`config.mk`:
```
export PLATFORM = sky130hd
export DESIGN_NAME = rx_ack_nak_scheduler
export DESIGN_NICKNAME = d
export VERILOG_FILES = /design/src/rtl/rx_ack_nak_scheduler.sv
export SDC_FILE = /design/constraint.sdc
export NUM_CORES = 1
export LEC_CHECK = 0
export CORE_ASPECT_RATIO = 2
export CORE_UTILIZATION = 40
export DETAILED_ROUTE_END_ITERATION = 6
export HOLD_SLACK_MARGIN = 0.15
export PLACE_DENSITY = 0.77
export SYNTH_ARGS = -nofsm -noshare
export SYNTH_HDL_FRONTEND = slang
export SYNTH_SLANG_ARGS = --single-unit
export TNS_END_PERCENT = 10
```
`constraint.sdc`:
```
create_clock -name clk -period 3.7 [get_ports clk]
set_clock_uncertainty 0.15 [all_clocks]
set_input_delay 0.555 -clock clk [delete_from_list [all_inputs] [get_ports clk]]
set_output_delay 0.555 -clock clk [all_outputs]
set_load 0.03 [all_outputs]
```
`src/rtl/rx_ack_nak_scheduler.sv`:
```
`default_nettype none
// ============================================================================
// Module      : rx_ack_nak_scheduler
// Description : RX data-link sequence checker and ACK/NAK request scheduler.
//               Optional statistics ports are enabled by RX_ACKNAK_STATS_EN.
// Revision    : 1.0 - initial release
// ============================================================================
module rx_ack_nak_scheduler #(
    parameter int SEQ_NUM_WIDTH = 12,
    parameter int ACK_LATENCY   = 255,
    parameter int ACK_COALESCE  = 4,
    parameter int TIMER_WIDTH   = 10
) (
    input  logic                     clk,
    input  logic                     rst,
    input  logic                     DL_Down,
    input  logic                     rx_tlp_end,
    input  logic [SEQ_NUM_WIDTH-1:0] rx_seq_num,
    input  logic                     rx_lcrc_ok,
    input  logic                     dllp_gnt,
    output logic                     tlp_accept,
    output logic                     tlp_discard,
    output logic                     gen_ack,
    output logic                     gen_nak,
    output logic [SEQ_NUM_WIDTH-1:0] ack_nak_seq_num,
    output logic [SEQ_NUM_WIDTH-1:0] nrs,
    output logic                     nak_scheduled
`ifdef RX_ACKNAK_STATS_EN
    ,
    output logic [15:0]              stat_nak_cnt,
    output logic [15:0]              stat_dup_cnt
`endif
);

    localparam int PEND_WIDTH = $clog2(ACK_COALESCE + 1);
    localparam logic [SEQ_NUM_WIDTH-1:0] HALF_RANGE = {1'b1, {(SEQ_NUM_WIDTH-1){1'b0}}};
    localparam logic [TIMER_WIDTH-1:0]   TIMER_LAST = TIMER_WIDTH'(ACK_LATENCY - 1);
    localparam logic [PEND_WIDTH-1:0]    PEND_MAX   = PEND_WIDTH'(ACK_COALESCE);

    typedef enum logic [1:0] {
        S_IDLE     = 2'd0,
        S_ACK_WAIT = 2'd1,
        S_ACK_REQ  = 2'd2,
        S_NAK_REQ  = 2'd3
    } state_t;

    state_t                   state_q, state_d;
    logic [SEQ_NUM_WIDTH-1:0] nrs_q, nrs_d;
    logic [PEND_WIDTH-1:0]    pend_cnt_q, pend_cnt_d;
    logic [TIMER_WIDTH-1:0]   timer_q, timer_d;
    logic                     nak_sched_q, nak_sched_d;
    logic                     tlp_accept_q, tlp_accept_d;
    logic                     tlp_discard_q, tlp_discard_d;
    logic                     gen_ack_q, gen_ack_d;
    logic                     gen_nak_q, gen_nak_d;

    logic                     w_rx_valid;
    logic [SEQ_NUM_WIDTH-1:0] w_seq_dist;
    logic                     w_is_bad, w_is_acc, w_is_dup, w_is_ahead, w_nak_evt;
    logic                     w_req_pending;

    // Distance behind NRS: 0 = expected, 1..half = already received, else ahead.
    assign w_rx_valid    = rx_tlp_end && !DL_Down;
    assign w_seq_dist    = nrs_q - rx_seq_num;
    assign w_is_bad      = w_rx_valid && !rx_lcrc_ok;
    assign w_is_acc      = w_rx_valid && rx_lcrc_ok && (w_seq_dist == '0);
    assign w_is_dup      = w_rx_valid && rx_lcrc_ok && (w_seq_dist != '0) && (w_seq_dist <= HALF_RANGE);
    assign w_is_ahead    = w_rx_valid && rx_lcrc_ok && (w_seq_dist > HALF_RANGE);
    assign w_nak_evt     = (w_is_bad || w_is_ahead) && !nak_sched_q;
    assign w_req_pending = (state_q == S_ACK_REQ) || (state_q == S_NAK_REQ);

    always_comb begin
        state_d       = state_q;
        nrs_d         = nrs_q;
        pend_cnt_d    = pend_cnt_q;
        timer_d       = timer_q;
        nak_sched_d   = nak_sched_q;
        tlp_accept_d  = w_is_acc;
        tlp_discard_d = w_is_bad || w_is_dup || w_is_ahead;

        if (state_q == S_ACK_WAIT) begin
            if (timer_q != '1) begin
                timer_d = timer_q + TIMER_WIDTH'(1);
            end
            if ((timer_q == TIMER_LAST) || (pend_cnt_q >= PEND_MAX)) begin
                state_d = S_ACK_REQ;
            end
        end

        if (dllp_gnt && w_req_pending) begin
            state_d    = S_IDLE;
            pend_cnt_d = '0;
            timer_d    = '0;
        end

        if (w_is_acc) begin
            nrs_d       = nrs_q + SEQ_NUM_WIDTH'(1);
            nak_sched_d = 1'b0;
            if (pend_cnt_d != PEND_MAX) begin
                pend_cnt_d = pend_cnt_d + PEND_WIDTH'(1);
            end
            if (state_d == S_IDLE) begin
                state_d = S_ACK_WAIT;
                timer_d = '0;
            end
        end

        // A pending NAK already acknowledges NRS-1, so a duplicate leaves it alone.
        if (w_is_dup && (state_d != S_NAK_REQ)) begin
            state_d = S_ACK_REQ;
        end

        if (w_nak_evt) begin
            nak_sched_d = 1'b1;
            state_d     = S_NAK_REQ;
        end

        if (DL_Down) begin
            state_d       = S_IDLE;
            nrs_d         = '0;
            pend_cnt_d    = '0;
            timer_d       = '0;
            nak_sched_d   = 1'b0;
            tlp_accept_d  = 1'b0;
            tlp_discard_d = 1'b0;
        end

        gen_ack_d = (state_d == S_ACK_REQ);
        gen_nak_d = (state_d == S_NAK_REQ);
    end

    always_ff @(posedge clk or posedge rst) begin
        if (rst) begin
            state_q       <= S_IDLE;
            nrs_q         <= '0;
            pend_cnt_q    <= '0;
            timer_q       <= '0;
            nak_sched_q   <= 1'b0;
            tlp_accept_q  <= 1'b0;
            tlp_discard_q <= 1'b0;
            gen_ack_q     <= 1'b0;
            gen_nak_q     <= 1'b0;
        end else begin
            state_q       <= state_d;
            nrs_q         <= nrs_d;
            pend_cnt_q    <= pend_cnt_d;
            timer_q       <= timer_d;
            nak_sched_q   <= nak_sched_d;
            tlp_accept_q  <= tlp_accept_d;
            tlp_discard_q <= tlp_discard_d;
            gen_ack_q     <= gen_ack_d;
            gen_nak_q     <= gen_nak_d;
        end
    end

    assign tlp_accept      = tlp_accept_q;
    assign tlp_discard     = tlp_discard_q;
    assign gen_ack         = gen_ack_q;
    assign gen_nak         = gen_nak_q;
    assign nrs             = nrs_q;
    assign nak_scheduled   = nak_sched_q;
    assign ack_nak_seq_num = nrs_q - SEQ_NUM_WIDTH'(1);

`ifdef RX_ACKNAK_STATS_EN
    logic [15:0] stat_nak_cnt_q, stat_nak_cnt_d;
    logic [15:0] stat_dup_cnt_q, stat_dup_cnt_d;

    always_comb begin
        stat_nak_cnt_d = stat_nak_cnt_q;
        stat_dup_cnt_d = stat_dup_cnt_q;
        if (dllp_gnt && (state_q == S_NAK_REQ) && (stat_nak_cnt_q != 16'hFFFF)) begin
            stat_nak_cnt_d = stat_nak_cnt_q + 16'd1;
        end
        if (w_is_dup && (stat_dup_cnt_q != 16'hFFFF)) begin
            stat_dup_cnt_d = stat_dup_cnt_q + 16'd1;
        end
        if (DL_Down) begin
            stat_nak_cnt_d = '0;
            stat_dup_cnt_d = '0;
        end
    end

    always_ff @(posedge clk or posedge rst) begin
        if (rst) begin
            stat_nak_cnt_q <= '0;
            stat_dup_cnt_q <= '0;
        end else begin
            stat_nak_cnt_q <= stat_nak_cnt_d;
            stat_dup_cnt_q <= stat_dup_cnt_d;
        end
    end

    assign stat_nak_cnt = stat_nak_cnt_q;
    assign stat_dup_cnt = stat_dup_cnt_q;
`endif

endmodule
`default_nettype wire

```
Yosys cells after proc, flatten, opt, wreduce, memory -nomap -nowiden. Cells that the tools add are included.

Flip-flop bits (word level): 32. Input bits: 18. Logic and storage cells: 74.

Add/subtract/negate cells: 5. Order comparisons: 3. Equal/unequal tests: 9. Mux-type cells: 25. Reduce and logical (&&, ||, !) cells: 23.

Operator list (count): 10-bit two-way mux (6); 12-bit two-way mux (2); 2-bit two-way mux (8); 12-bit by 1-bit adder with 12-bit output (second input constant) (1); 12-bit > comparator (second input constant) (1); 12-bit <= comparator (second input constant) (1); 12-bit zero test (1); 3-bit two-way mux (4); 12-bit nonzero test (1); 12-bit by 1-bit subtractor with 12-bit output (second input constant) (1); 12-bit subtractor (1); 10-bit by 1-bit adder with 10-bit output (second input constant) (1); 10-bit by 8-bit == test with 1-bit output (second input constant) (1); 1-bit logical AND (10); 10-bit != test (second input constant) (1); 2-bit == test (second input constant) (4); 1-bit logical OR (5); 1-bit two-way mux (5); 3-bit by 1-bit adder with 3-bit output (second input constant) (1); 3-bit greater-or-equal comparator (second input constant) (1); 1-bit zero test (3); 3-bit != test (second input constant) (1); 3-bit nonzero test (1); 2-bit by 1-bit == test with 1-bit output (second input constant) (1); other kinds (3) (3).

Depth between registers and ports, before layout. Gate-level depths: netlist (run 1).

Depth in word-level cells: 14. Depth in mapped cells: 13. Gate-level depth less buffers: 12.

Least setup slack after synthesis (run 1). No wires, ideal clock.

Path kind: reg-to-reg. From: register nrs_q[0], in the netlist nrs[0]. To: register nrs_q[11], in the netlist nrs[11]. Library setup time: 128 ps. Arrival time: 3627 ps. Data required time: 3422 ps. Setup slack: -205 ps. Cell stages (with the launch flop): 13. Period minus slack after synthesis: 3905 ps. Cell sequence: dfrtp_1 > inv_1 > ha_1 > fa_1 > nor2b_1 > o211ai_1 > a221oi_2 > o2111ai_1 > nor4_4 > nand3_2 > buf_6 > nor4b_1 > mux2_1.

Cells in the longest elaborated chain, start to end: 4. Elaborated cells on any way between the ends: 7. Those cells by class: add/sub: 2; mux: 2; reduce/logical: 3.

Ends and longest elaborated chain: from (decl) (line 48) `logic [SEQ_NUM_WIDTH-1:0] nrs_q, nrs_d;`; from (signal assigned) (line 145) `nrs_q <= nrs_d;`; 12-bit subtractor (line 64) `assign w_seq_dist = nrs_q - rx_seq_num;`; 12-bit zero test (line 66) `assign w_is_acc = w_rx_valid && rx_lcrc_ok && (w_seq_dist == '0);`; 1-bit logical AND (line 66); 2-bit nonzero test (no line).

Several ways; a longest one is shown, not always the timed one. The select of a mux whose other input is x is not followed. A chain may end at the register's enable or synchronous reset.

Worst setup path after layout (run 1).
From: input port rx_seq_num[6]. To: register nrs_q[10], in the netlist nrs[10].

Cells in the longest elaborated chain, start to end: 4.

Ends and longest elaborated chain: from (decl) (line 18) `input logic [SEQ_NUM_WIDTH-1:0] rx_seq_num,`; 12-bit subtractor (line 64); 12-bit zero test (line 66); 1-bit logical AND (line 66); 2-bit nonzero test (no line).

No other way between the ends.

==> results of run 1 <==
repair_timing:
action / CTS / global route
hold endpoints to repair: 0 / 0
setup endpoints to repair: 0 / 17
resized for setup: 0 / 17
buffers inserted: 0 / 3
synth_stat cells, types with 5 or more instances:
library cell	instances	area (um2)
a211oi_1	5	37.5
a21oi_1	21	105
and3_1	7	43.8
clkbuf_1	7	26.3
dfrtp_1	32	801
ha_1	17	213
inv_1	25	93.8
nand2_1	28	105
nand3_1	11	55.1
nand4_1	7	43.8
nor2_1	26	97.6
nor2b_1	5	31.3
nor3_1	7	35.0
o21ai_0	14	70.1
o31ai_1	11	82.6
or4_1	5	37.5
xnor2_1	9	78.8
xor2_1	14	123
flip-flops by register name (all words and copies together) (netlist names):
name / cells
state_q: 2
tlp_accept: 1
gen_ack: 1
nrs: 12
timer_q: 10
tlp_discard: 1
gen_nak: 1
nak_scheduled: 1
pend_cnt_q: 3
layout by cell type, fill, tap and decap left out, drive strengths merged, types with 3 or more instances in the layout:
master	instances
clkdlybuf4s50	45
buf	39
dfrtp	32
nand2	28
nor2	26
inv	25
a21oi	21
ha	17
o21ai	15
xor2	14
nand3	12
o31ai	11
xnor2	9
clkbuf	8
nor3	7
nand4	7
and3	7
a211oi	5
nor2b	5
or4	5
and2	4
nor3b	4
a31oi	4
or3	4
nor4	3
worst max-delay path: stages:
cell	delay [ns]
clkdlybuf4s50_1	0.46
inv_1	0.04
ha_1	0.41
inv_1	0.14
a22oi_1	0.38
and3_4	0.30
o2111ai_4	0.13
nor4_4	0.28
nand3_2	0.17
buf_6	0.17
or4_4	0.51
a21oi_2	0.13
power by group through the flow:
stage | Clock (mW) | Combinational (mW) | Sequential [mW]
after floorplan | 0 | 0.0726 | 0.378
after global placement | 0 | 0.141 | 0.374
after detailed placement | 0 | 0.142 | 0.375
after CTS | 0.422 | 0.143 | 0.369
after global routing | 0.433 | 0.163 | 0.370
final | 0.411 | 0.149 | 0.369
worst paths after layout:
check / startpoint / to / cells after the start
hold reg to reg: timer_q[5] / timer_q[5] / 2
hold / removal: timer_q[5] / timer_q[5] / 2
setup / recovery: rx_seq_num[6] / nrs[10] / 12
max in group asynchronous: rst / nak_scheduled / 3
min in group asynchronous: rst / gen_ack / 2
setup reg to reg: nrs[0] / nrs[10] / 12
kinds of logic (layout without fill, tap and decap cells):
family,count (synthesis),in the layout,synth area share [%]
compound gates,78,78,21.5
xor+xnor,23,23,7.83
fa+ha+maj,18,18,9.05
buf+inv,34,119,5.26
flops,32,32,31.1
mux,2,2,0.827
simple gates,119,119,24.4
final cells by class:
type	instances	area, um2	area share [%]
Sequential cell	32	802	22.1
Timing Repair Buffer	85	772	21.3
Tap cell	86	108	2.96
Inverter	26	97.6	2.69
Multi-Input combinational cell	240	1710	47.0
Clock buffer	8	146	4.03
through the flow:
stage               cells  setup TNS (ns)  total power, mW
global route          477               0            0.966
CTS                   474               0            0.934
floorplan             306               0            0.451
global placement      466          -0.372            0.515
detailed placement    466           -1.45            0.517
finish                477               0            0.929
per-layer routing:
layer	wire, um	track usage (%)	vias up
met4	493	16.2	0
met1	2630	23.5	1257
met5	0	0	-
met2	4640	49.3	70
li1	-	-	1276
met3	187	2.81	30
==> qor.csv, run 1 <==
stage,metric,value,unit
placement,pre-CTS WS,-0.166,ns
yosys,asr flop ratio synth,100,%
yosys,Synth Flop Type,dfrtp_1,
sta,setup ws final,0.103,ns
yosys,"Warnings, synthesis",0,
worst_setup_path,worst endpoint data arrival time,3.66,ns
grt,largest net degree at the start of global routing,23,
placement,IO buf count,46,
routing,Total Wirelength,7950,um
yosys,Yosys cell types,53,
sta,relative slew slack,44.4,%
job,max-cap viol count,0,
grt,GR Overflow Total,0,
clock_network,Hold Buf Count CTS,0,
clock_network,root buf cell,clkbuf_16,
routing,WL/cell,16.7,um
worst_setup_path,WS Path Type,in -> reg,
yosys,synthesized area,2570,um2
routing,vias per cell,5.52,
die,Rows,41,
sta,setup violators final,0,
power,logic gate share of total power,16.0,%
yosys,Syn Inst Count,306,
sta,unrepaired setup endpoints after global routing,false,
grt,initial antenna violation count,0,
clock_network,number of H-tree levels,2,
clock_network,clock buffer depth,2,
worst_setup_path,Worst Path Max Fanout,6,
worst_hold_path,HP Class,reg -> reg,
grt,first-pass GRT wire length,12600,um
sta,final-report max-slew violation count,0,
clock_network,number of buffers created by CTS,5,
worst_setup_path,Worst setup EP type,register,
power,Leak,1.64,nW
power,Clk pwr share,44.3,%
die,die height,115,um
grt,vias in the first global route,2659,
finish,nets,426,
die,Die W,58.7,um
power,PD cells,256,nW/um2
sta,part of the cycle the worst path needs,97.2,%
finish,"Core Util, Final",58.0,%
die,total die area,6770,um2
worst_setup_path,Crit path required time,3.76,ns
die,Core ar.,6260,um2
sta,worst-margin pin slew,0.834,ns
yosys,syn nets,342,
clock_network,Worst-path clk slew,0.05,ns
routing,first-pass iteration count of the detailed router,4,
power,Reg power frac,39.7,%
yosys,Yosys reg bits,32,
power,NetSw,0.232,mW
placement,Area after DPL,3390,um2
routing,number of remaining DRC errors,0,
yosys,Post-synth EDFFs,0,
sta,hold_ws,0.396,ns
power,Switching Fraction,25.0,%
placement,GPL Wtd Cong,0.947,
routing,via count,2633,
worst_setup_path,flop2flop setup slack,0.24,ns
yosys,Mean Syn Cell Area,8.40,um2
die,Starting Density,41.1,%
status,run status,"finished, final reports clean",
routing,Antenna Violating Nets Remaining,0,
clock_network,CTS tree,built,
finish,Inserted Diodes,0,
finish,share of post-route cells with drive strength above 1,17.1,%
clock_network,CTS Sinks,32,
finish,fillers,593,
worst_setup_path,startpoint types,input pin,
power,Max VDD drop,0.246,mV
finish,Final Instance Area,3630,um2
placement,DP HPWL,6340,um
yosys,sequential area share after synthesis,31.1,%
sta,fin crit period,3.60,ns
clock_network,Worst-Skew Late Latency,0.28,ns
finish,Layout area overhead,41.3,%
power,Internal,0.697,mW
routing,initial drt markers,121,
sta,fmax,0.278,GHz
die,IO Count,47,
sta,Final Hold Fails,0,
grt,GRT Util Overall,25.3,%
(Power assumes the default switching activity.)
==> run 2: changes to the inputs <==
SETUP_SLACK_MARGIN = 0.05   (was default)
==> run 2 against run 1 <==
Routed wire length is 6.4% higher. Critical path depth is 2 higher. Hold slack about the same. Total power shrank 3.1%. Utilization up 1.5 points. Setup slack better by 0.019 ns. Combinational power rose by 6%. Largest power group unchanged. First-iteration DRC count is 26% lower. Die area is the same. Final area increased by 2.6%.
==> qor.csv, run 2 (synthesized netlist as in run 1, its figures left out) <==
stage,metric,value,unit,change
sta,setup violators final,0,,unchanged
finish,register area,802,um2,unchanged
routing,WL/cell,17.8,um,was 16.7 um
sta,final-report max-slew violation count,0,,unchanged
finish,share of post-route cells with drive strength above 1,19.8,%,was 17.1%
die,IO Count,47,,unchanged
clock_network,number of buffers created by CTS,5,,unchanged
die,Die W,58.7,um,unchanged
sta,hold_ws,0.397,ns,was 0.396 ns
routing,number of remaining DRC errors,0,,unchanged
grt,first-pass GRT wire length,12900,um,was 12600 um
placement,pre-CTS WS,-0.244,ns,was -0.166 ns
sta,unrepaired setup endpoints after global routing,true,,was false
power,PD cells,242,nW/um2,was 256 nW/um2
clock_network,root buf cell,clkbuf_16,,unchanged
sta,setup ws final,0.122,ns,was 0.103 ns
power,Internal,0.674,mW,was 0.697 mW
power,logic gate share of total power,17.6,%,was 16.0%
worst_setup_path,WS Path Type,in -> reg,,unchanged
finish,nets,425,,was 426
grt,initial antenna violation count,0,,unchanged
power,Reg power frac,41.0,%,was 39.7%
finish,Largest register FFs,12,,unchanged
placement,Post-Place Cells,461,,was 466
placement,GPL Wtd Cong,0.984,,was 0.947
die,Starting Density,41.1,%,unchanged
sta,part of the cycle the worst path needs,96.7,%,was 97.2%
worst_setup_path,worst endpoint data arrival time,3.58,ns,was 3.66 ns
sta,relative slew slack,34.5,%,was 44.4%
power,total power,0.900,mW,was 0.929 mW
finish,fillers,558,,was 593
clock_network,Worst-path clk slew,0.05,ns,about the same
sta,fin crit period,3.58,ns,was 3.60 ns
routing,first-pass iteration count of the detailed router,4,,unchanged
status,run status,"finished, final reports clean",,unchanged
die,die height,115,um,unchanged
clock_network,number of H-tree levels,2,,unchanged
power,Max VDD drop,0.302,mV,was 0.246 mV
worst_setup_path,Worst Path Max Fanout,6,,unchanged
finish,Final Instance Area,3730,um2,was 3630 um2
clock_network,clock buffer depth,2,,unchanged
die,Rows,41,,unchanged
worst_setup_path,critical-path cell list,clkdlybuf4s50_1 -> inv_1 -> ha_1 -> inv_1 -> a22oi_1 -> and3_1 -> o2111ai_2 -> nor4_4 -> nand3_4 -> buf_6 -> buf_6 -> o311ai_4 -> clkbuf_16 -> a211oi_1,,was clkdlybuf4s50_1 -> inv_1 -> ha_1 -> inv_1 -> a22oi_1 -> and3_4 -> o2111ai_4 -> nor4_4 -> nand3_2 -> buf_6 -> or4_4 -> a21oi_2
finish,Multi-input gate area,1770,um2,was 1710 um2
worst_setup_path,flop2flop setup slack,0.18,ns,was 0.24 ns
clock_network,CTS tree,built,,unchanged
placement,IO buf count,46,,unchanged
routing,via count,2725,,was 2633
finish,"Core Util, Final",59.5,%,was 58.0%
job,max-cap viol count,0,,unchanged
worst_setup_path,Crit path required time,3.70,ns,was 3.76 ns
grt,largest net degree at the start of global routing,25,,was 23
grt,GR Overflow Total,0,,unchanged
finish,Inserted Diodes,0,,unchanged
finish,Layout area overhead,44.9,%,was 41.3%
routing,vias per cell,5.75,,was 5.52
finish,Finished Layout Cells,474,,was 477
worst_setup_path,startpoint types,input pin,,unchanged
routing,Antenna Violating Nets Remaining,0,,unchanged
power,Leak,1.69,nW,was 1.64 nW
worst_setup_path,slowest CP cell,clkdlybuf4s50_1,,was or4_4
power,Switching Fraction,25.1,%,was 25.0%
die,total die area,6770,um2,unchanged
placement,DP HPWL,6520,um,was 6340 um
worst_hold_path,HP Class,reg -> reg,,unchanged
finish,"commonest non-fill, non-tap cell in the layout",clkdlybuf4s50_1,,unchanged
placement,Area after DPL,3360,um2,was 3390 um2
finish,most frequent cells in the layout,"clkdlybuf4s50_1, buf_4, dfrtp_1",,unchanged
grt,vias in the first global route,2749,,was 2659
die,Core ar.,6260,um2,unchanged
power,Clk pwr share,41.4,%,was 44.3%
clock_network,Worst-Skew Late Latency,0.27,ns,was 0.28 ns
power,NetSw,0.226,mW,was 0.232 mW
worst_setup_path,CP peak stage delay,0.45,ns,was 0.51 ns
clock_network,CTS Sinks,32,,unchanged
grt,GRT Util Overall,25.7,%,was 25.3%
sta,setup_tns,0,ns,unchanged
sta,worst-margin pin slew,0.981,ns,was 0.834 ns
routing,initial drt markers,89,,was 121
worst_setup_path,Worst setup EP type,register,,unchanged
sta,fmax,0.279,GHz,was 0.278 GHz
routing,Total Wirelength,8460,um,was 7950 um
sta,Final Hold Fails,0,,unchanged
==> run 2: cell type report <==
cell class | count | share of cell area, %
clock buffers | 6 | 3.46
multi-input cells | 240 | 47.6
well taps | 86 | 2.89
repair buffers | 84 | 21.8
inverters | 26 | 2.72
flip-flops and latches | 32 | 21.5
==> run 2: final timing paths <==
kind                               startpoint    endpoint  cells past startpoint
worst min-delay path               timer_q[7]  timer_q[7]                      2
worst min register to register     timer_q[7]  timer_q[7]                      2
max in group asynchronous                 rst  timer_q[2]                      3
worst max register to register         nrs[0]  timer_q[9]                     14
min in group asynchronous                 rst     gen_ack                      2
worst max-delay path            rx_seq_num[6]  timer_q[9]                     14
==> run 2: critical path: cells and delay by family <==
kind                     cells  cell delay (ns)
AO/OA/AOI/OAI                4             0.88
adder cells (fa/ha/maj)      1             0.37
buffers and inverters        6             1.07
AND/OR/NAND/NOR              3             0.70
==> run 2: power by group through the flow <==
stage	logic, mW	registers [mW]	clock network (mW)
2_1_floorplan	0.0730	0.378	0
3_3_place_gp	0.142	0.374	0
3_5_place_dp	0.143	0.375	0
4_1_cts	0.145	0.369	0.381
5_1_grt	0.172	0.370	0.390
6_report	0.158	0.370	0.373
==> run 2: repair_timing <==
item                       in CTS  in global routing
pin swaps                       0                 17
setup endpoints to repair       5                 24
hold buffers                    0                  0
gates cloned                    0                  1
setup buffers                   0                  6
gates resized for setup         1                 37
==> run 2: routing by layer <==
layer / share of wire, % / vias up / GRT usage [%]
met5: 0 / - / 0
met4: 6.8 / 0 / 21.3
met3: 2.9 / 43 / 3.15
met2: 57 / 96 / 49.7
met1: 33 / 1312 / 22.0
li1: - / 1274 / -
